**src/rtl/ahb_out_fifo.sv**
```systemverilog
// AHB-Lite output peripheral: software-fed FIFO presenting one word at a time on DataOut/DataValid,
// advanced by a DataReady handshake or a debounced acknowledge button.
module ahb_out_fifo #(
  parameter int DATA_WIDTH     = 32,
  parameter int FIFO_DEPTH     = 8,
  parameter int DEBOUNCE_COUNT = 1250000
) (
  input  logic                  HCLK,
  input  logic                  HRESETn,
  input  logic [31:0]           HADDR,
  input  logic [31:0]           HWDATA,
  input  logic [2:0]            HSIZE,
  input  logic [1:0]            HTRANS,
  input  logic                  HWRITE,
  input  logic                  HREADY,
  input  logic                  HSEL,
  output logic [31:0]           HRDATA,
  output logic                  HREADYOUT,
  output logic [DATA_WIDTH-1:0] DataOut,
  output logic                  DataValid,
  input  logic                  DataReady,
  input  logic                  Buttons
);

  localparam int AW = $clog2(FIFO_DEPTH);
  localparam int CW = AW + 1;

  localparam logic [1:0] A_DATA   = 2'd0;
  localparam logic [1:0] A_STATUS = 2'd1;
  localparam logic [1:0] A_ACK    = 2'd2;
  localparam logic [1:0] A_CTRL   = 2'd3;

  logic                  ap_sel;
  logic                  wr_q;
  logic                  rd_q;
  logic [1:0]            addr_q;

  logic [DATA_WIDTH-1:0] mem [FIFO_DEPTH];
  logic [AW-1:0]         wptr;
  logic [AW-1:0]         rptr;
  logic [CW-1:0]         count;
  logic                  fifo_empty;
  logic                  fifo_full;

  logic                  enable;
  logic                  mode;
  logic                  overflow;
  logic [7:0]            ack_count;

  logic                  push_req;
  logic                  push;
  logic                  ctrl_wr;
  logic                  flush;
  logic                  ack_rd;
  logic                  ack;
  logic                  consume;
  logic                  load;

  logic                  btn_s1;
  logic                  btn_s2;
  logic                  btn_db;
  logic                  btn_rise;

  // absorbs bus bits this slave never decodes
  logic                  unused_bus;
  assign unused_bus = ^{HADDR[31:4], HADDR[1:0], HSIZE, HWDATA};

  assign HREADYOUT = 1'b1;
  assign ap_sel    = HREADY & HSEL & (HTRANS != 2'b00);

  always_ff @(posedge HCLK or negedge HRESETn) begin
    if (!HRESETn) begin
      wr_q   <= 1'b0;
      rd_q   <= 1'b0;
      addr_q <= 2'd0;
    end else begin
      wr_q   <= ap_sel & HWRITE;
      rd_q   <= ap_sel & ~HWRITE;
      addr_q <= HADDR[3:2];
    end
  end

  assign push_req   = wr_q && (addr_q == A_DATA);
  assign ctrl_wr    = wr_q && (addr_q == A_CTRL);
  assign flush      = ctrl_wr && HWDATA[2];
  assign ack_rd     = rd_q && (addr_q == A_ACK);

  assign fifo_empty = (count == '0);
  assign fifo_full  = (count == CW'(FIFO_DEPTH));
  assign push       = push_req & ~fifo_full;

  assign ack        = mode ? btn_rise : DataReady;
  assign consume    = DataValid & ack;
  // flush wins over a load on the same edge so DataOut keeps its value
  assign load       = enable & ~fifo_empty & (~DataValid | ack) & ~flush;

  always_ff @(posedge HCLK) begin
    if (push) begin
      mem[wptr] <= HWDATA[DATA_WIDTH-1:0];
    end
  end

  always_ff @(posedge HCLK or negedge HRESETn) begin
    if (!HRESETn) begin
      wptr  <= '0;
      rptr  <= '0;
      count <= '0;
    end else if (flush) begin
      wptr  <= '0;
      rptr  <= '0;
      count <= '0;
    end else begin
      if (push) begin
        wptr <= wptr + AW'(1);
      end
      if (load) begin
        rptr <= rptr + AW'(1);
      end
      count <= count + CW'(push) - CW'(load);
    end
  end

  always_ff @(posedge HCLK or negedge HRESETn) begin
    if (!HRESETn) begin
      DataOut   <= '0;
      DataValid <= 1'b0;
    end else if (flush) begin
      DataValid <= 1'b0;
    end else if (load) begin
      DataOut   <= mem[rptr];
      DataValid <= 1'b1;
    end else if (consume) begin
      DataValid <= 1'b0;
    end
  end

  // a word dropped because the FIFO was full stays flagged until a flush
  always_ff @(posedge HCLK or negedge HRESETn) begin
    if (!HRESETn) begin
      overflow <= 1'b0;
    end else if (flush) begin
      overflow <= 1'b0;
    end else if (push_req && fifo_full) begin
      overflow <= 1'b1;
    end
  end

  always_ff @(posedge HCLK or negedge HRESETn) begin
    if (!HRESETn) begin
      ack_count <= 8'd0;
    end else if (ack_rd) begin
      ack_count <= consume ? 8'd1 : 8'd0;
    end else if (consume && (ack_count != 8'hFF)) begin
      ack_count <= ack_count + 8'd1;
    end
  end

  always_ff @(posedge HCLK or negedge HRESETn) begin
    if (!HRESETn) begin
      enable <= 1'b1;
      mode   <= 1'b0;
    end else if (ctrl_wr) begin
      enable <= HWDATA[0];
      mode   <= HWDATA[1];
    end
  end

  always_comb begin
    HRDATA = 32'd0;
    if (rd_q) begin
      case (addr_q)
        A_DATA:   HRDATA = 32'(DataOut);
        A_STATUS: HRDATA = {16'd0, 8'(count), 4'd0, overflow, fifo_full, fifo_empty, DataValid};
        A_ACK:    HRDATA = {24'd0, ack_count};
        A_CTRL:   HRDATA = {30'd0, mode, enable};
        default:  HRDATA = 32'd0;
      endcase
    end
  end

  always_ff @(posedge HCLK or negedge HRESETn) begin
    if (!HRESETn) begin
      btn_s1 <= 1'b0;
      btn_s2 <= 1'b0;
    end else begin
      btn_s1 <= Buttons;
      btn_s2 <= btn_s1;
    end
  end

  generate
    if (DEBOUNCE_COUNT == 0) begin : g_nodb
      always_ff @(posedge HCLK or negedge HRESETn) begin
        if (!HRESETn) begin
          btn_db   <= 1'b0;
          btn_rise <= 1'b0;
        end else begin
          btn_db   <= btn_s2;
          btn_rise <= btn_s2 & ~btn_db;
        end
      end
    end else begin : g_db
      localparam int DW = (DEBOUNCE_COUNT > 1) ? $clog2(DEBOUNCE_COUNT) : 1;
      localparam logic [DW-1:0] RELOAD = DW'(DEBOUNCE_COUNT - 1);
      logic [DW-1:0] db_cnt;

      // down-counter restarts whenever the synchronised input agrees with the accepted level
      always_ff @(posedge HCLK or negedge HRESETn) begin
        if (!HRESETn) begin
          db_cnt   <= RELOAD;
          btn_db   <= 1'b0;
          btn_rise <= 1'b0;
        end else begin
          btn_rise <= 1'b0;
          if (btn_s2 == btn_db) begin
            db_cnt <= RELOAD;
          end else if (db_cnt == '0) begin
            btn_db   <= btn_s2;
            btn_rise <= btn_s2;
            db_cnt   <= RELOAD;
          end else begin
            db_cnt <= db_cnt - DW'(1);
          end
        end
      end
    end
  endgenerate

endmodule

```
**config.mk**
```make
export PLATFORM = sky130hd
export DESIGN_NAME = ahb_out_fifo
export DESIGN_NICKNAME = d
export VERILOG_FILES = /design/src/rtl/ahb_out_fifo.sv
export SDC_FILE = /design/constraint.sdc
export NUM_CORES = 1
export LEC_CHECK = 0
export CORE_MARGIN = 5
export CORE_UTILIZATION = 40
export DETAILED_ROUTE_END_ITERATION = 7
export DONT_BUFFER_PORTS = 1
export PLACE_DENSITY = 0.52
export SYNTH_ARGS = -nofsm -noshare
export SYNTH_HDL_FRONTEND = slang
export SYNTH_SLANG_ARGS = --single-unit
```
**constraint.sdc**
```tcl
create_clock -name HCLK -period 7.75 [get_ports HCLK]
set_input_delay 0.775 -clock HCLK [delete_from_list [all_inputs] [get_ports HCLK]]
set_output_delay 0.775 -clock HCLK [all_outputs]
set_load 0.05 [all_outputs]
```
==> flow_summary.json <==
{
  "clkTransAtPathRegs_ns": 0.06,
  "postSynthRegisterBits": 339,
  "layout.cells.most_common": "sky130_fd_sc_hd__edfxtp_1",
  "final_max_slew_viol_count": 0,
  "starting_utilization_of_the_core_area_pct": 40.56,
  "rsz0062_at_grt": "false",
  "end_kind": "output pin",
  "std_cell_rows": 67,
  "die-width_um": 194.4,
  "area.growth.synth_to_final_pct": 13.26,
  "postSynthNetCount": 860,
  "max-slew-margin-rel_pct": 26.62,
  "globalRouteTotalUtil_pct": 15.61,
  "design.die.area_sq_um": 37790,
  "routed_length_per_placed_instance_um": 23.25,
  "fraction_of_layout_instances_using_a_drive_strength_above_1_pct": 20.49,
  "status": "finished clean",
  "dpl_worst_slack_ns": 4.287,
  "number_of_antenna_violations_at_the_first_check_in_global_routing": 1,
  "setup-tns-final_ns": 0,
  "postSynthCellCount": 773,
  "timing.setup.critical_path_class": "reg -> out",
  "setup-violations-final": 0,
  "seq_area_sq_um": 9786,
  "cts_resized": 0,
  "avgViaCountPerCell": 5.465,
  "first_pass_iters": 5,
  "post-route-period-util_pct": 43.58,
  "drc": 0,
  "fin_ws_ns": 4.373,
  "finalHoldViolCount": 0,
  "ys_warn_count": 0,
  "critical_path_required_ns": 6.97,
  "num_io_pins": 142,
  "grt_pass1_wl_mm": 45.58,
  "wp_data_arrival_ns": 2.60,
  "clock_insertion_delay_worst_skew_ns": 0.53,
  "placeableCoreArea_sq_um": 33530,
  "placement.io_buffers": 0,
  "worst-slew-pin-transition_ns": 1.101,
  "synthArstFlopShare_pct": 24.48,
  "clkSinkCount": 339,
  "globalplace.congestion": 0.7714,
  "p_leak_nw": 5.286,
  "finalClockSkew_ns": 0.01846,
  "timing.final.crit_period_ns": 3.377,
  "die_height_um": 194.4,
  "vias": 6902,
  "ant_nets": 0,
  "h_tree_depth": 2,
  "tritoncts": "done",
  "cts-root-buf": "sky130_fd_sc_hd__clkbuf_16",
  "yosysUniqueCellTypes": 57,
  "design.final.nets": 875,
  "power_density_nw_per_um2": 347.5,
  "kind_of_path_behind_the_tightest_hold_check": "in -> async",
  "number_of_enable_flip_flop_cells_after_synthesis": 256,
  "detail_route.iter0.violations": 383,
  "multi_input_logic_area_sq_um": 3680,
  "synth-main-ff-cell": "sky130_fd_sc_hd__edfxtp_1",
  "gr-total-overflow": 0,
  "maxCapViolCount": 0,
  "most_frequent_cells_in_the_layout": "sky130_fd_sc_hd__edfxtp_1 (256), sky130_fd_sc_hd__dfrtp_1 (68), sky130_fd_sc_hd__mux4_2 (65), sky130_fd_sc_hd__nor2_1 (63)",
  "synth_area_sq_um": 13600,
  "fmaxAchievable_mhz": 296.1,
  "critPathMaxFanout": 28,
  "post_detailed_routing_wire_length_mm": 29.37,
  "total_power_mw": 5.353,
  "synth.yosys.seq_area_share_pct": 71.90,
  "timing.critical_path.from_type": "flip-flop",
  "dpl.hpwl_mm": 17.03,
  "ctsLongestPathBuffers": 3,
  "layout.filler_cells": 2876,
  "vdd_drop_max_v": 0.0001992,
  "syn_area_per_cell_sq_um": 17.60,
  "insertedDiodeCount": 0,
  "cts_buffers": 37,
  "number_of_global_route_vias_before_repair": 7456,
  "largest_net_degree_at_the_start_of_global_routing": 72
}
[stage by stage]
step	instances	util, %	hold WS [ns]	instance area (sq um)
floorplan	773	-	0.3312	13600
global placement	1196	42.23	0.3501	14160
detailed placement	1196	42.23	0.3569	14160
CTS	1263	45.94	0.07453	15400
global route	1263	45.94	0.07646	15400
finish	1263	45.94	0.1044	15400
[critical path, cell delays in order (launching register included)]
cell                      delay [ns]
sky130_fd_sc_hd__dfrtp_1        1.06
sky130_fd_sc_hd__and2_1         0.50
sky130_fd_sc_hd__a22o_1         0.52
[kinds of logic (layout without fill, tap and decap cells)]
| group | after synthesis | in the layout | synth area share, % |
|---|---|---|---|
| AND/OR/NAND/NOR | 170 | 170 | 6.504 |
| adder cells (fa/ha/maj) | 11 | 11 | 1.067 |
| multiplexers | 111 | 111 | 14.32 |
| buffers and inverters | 48 | 90 | 1.564 |
| other | 1 | 1 | 0.02757 |
| XOR/XNOR | 20 | 20 | 1.288 |
| flip-flops | 339 | 339 | 71.90 |
| AO/OA/AOI/OAI | 73 | 73 | 3.330 |
[worst paths after layout]
| path | slack [ns] | cells after the start | endpoint | startpoint |
|---|---|---|---|---|
| setup / recovery | 4.37 | 2 | HRDATA[4] | rd_q |
| hold / removal | 0.10 | 0 | enable | HRESETn |
| setup reg to reg | 4.44 | 8 | count[1] | addr_q[0] |
| hold reg to reg | 0.37 | 0 | btn_s2 | btn_s1 |
| max in group asynchronous | 7.24 | 1 | rptr[0] | HRESETn |
| min in group HCLK | 0.29 | 0 | btn_s1 | Buttons |
[final cells by class]
cell class	instances	area share (%)
Sequential cell	339	63.52
Multi-Input combinational cell	386	23.89
Clock buffer	49	6.571
Tap cell	448	3.639
Clock inverter	17	1.324
Timing Repair Buffer	14	0.8122
Inverter	10	0.2437
[synth_stat cells, drive strengths merged (2+ instances only)]
| master | number | share of area, % |
|---|---|---|
| dfstp | 12 | 2.3 |
| a21oi | 41 | 1.5 |
| nor4 | 7 | 0.48 |
| and3 | 21 | 0.97 |
| a2111oi | 2 | 0.17 |
| nand2b | 5 | 0.23 |
| or3 | 2 | 0.092 |
| o31ai | 6 | 0.33 |
| mux2 | 3 | 0.25 |
| dfrtp | 71 | 13 |
| buf | 19 | 0.76 |
| nand2 | 19 | 0.52 |
| mux2i | 42 | 3.1 |
| nand4 | 7 | 0.32 |
| nor3b | 3 | 0.20 |
| o211ai | 3 | 0.17 |
| nor2 | 70 | 1.9 |
| inv | 10 | 0.28 |
| and4 | 3 | 0.19 |
| edfxtp | 256 | 57 |
| nand3 | 10 | 0.37 |
| ha | 10 | 0.92 |
| or4 | 4 | 0.22 |
| nor3 | 3 | 0.11 |
| xor2 | 12 | 0.77 |
| nor2b | 3 | 0.14 |
| and2 | 6 | 0.28 |
| o21a | 2 | 0.11 |
| nand4b | 2 | 0.13 |
| mux4 | 66 | 11 |
| a22o | 4 | 0.26 |
| o21ai | 6 | 0.25 |
| nand3b | 2 | 0.11 |
| clkbuf | 19 | 0.52 |
| a31oi | 2 | 0.092 |
| xnor2 | 8 | 0.52 |
[flip-flops by register name, summed over array words and instances (netlist names), 2 cells and up]
register and count:
mem 256, DataOut 32, g_db.db_cnt 21, ack_count 8, count 4, rptr 3, wptr 3, addr_q 2
[where the power goes]
group | switching, mW | internal, mW
Sequential | 0.491 | 2.10
Combinational | 0.510 | 0.509
Clock | 0.688 | 1.06
Total | 1.69 | 3.66
[repair_timing]
action | in CTS | in global routing
buffers inserted | 0 | 0
hold buffers | 1 | 0
hold endpoints to repair | 71 | 0
[routing by layer]
metal	GRT usage, %	wire, um
met4	4.193	531
met1	20.37	12310
met5	0	0
met2	26.49	14800
met3	3.670	1723
Note: power is estimated with default switching activity, not from simulation.
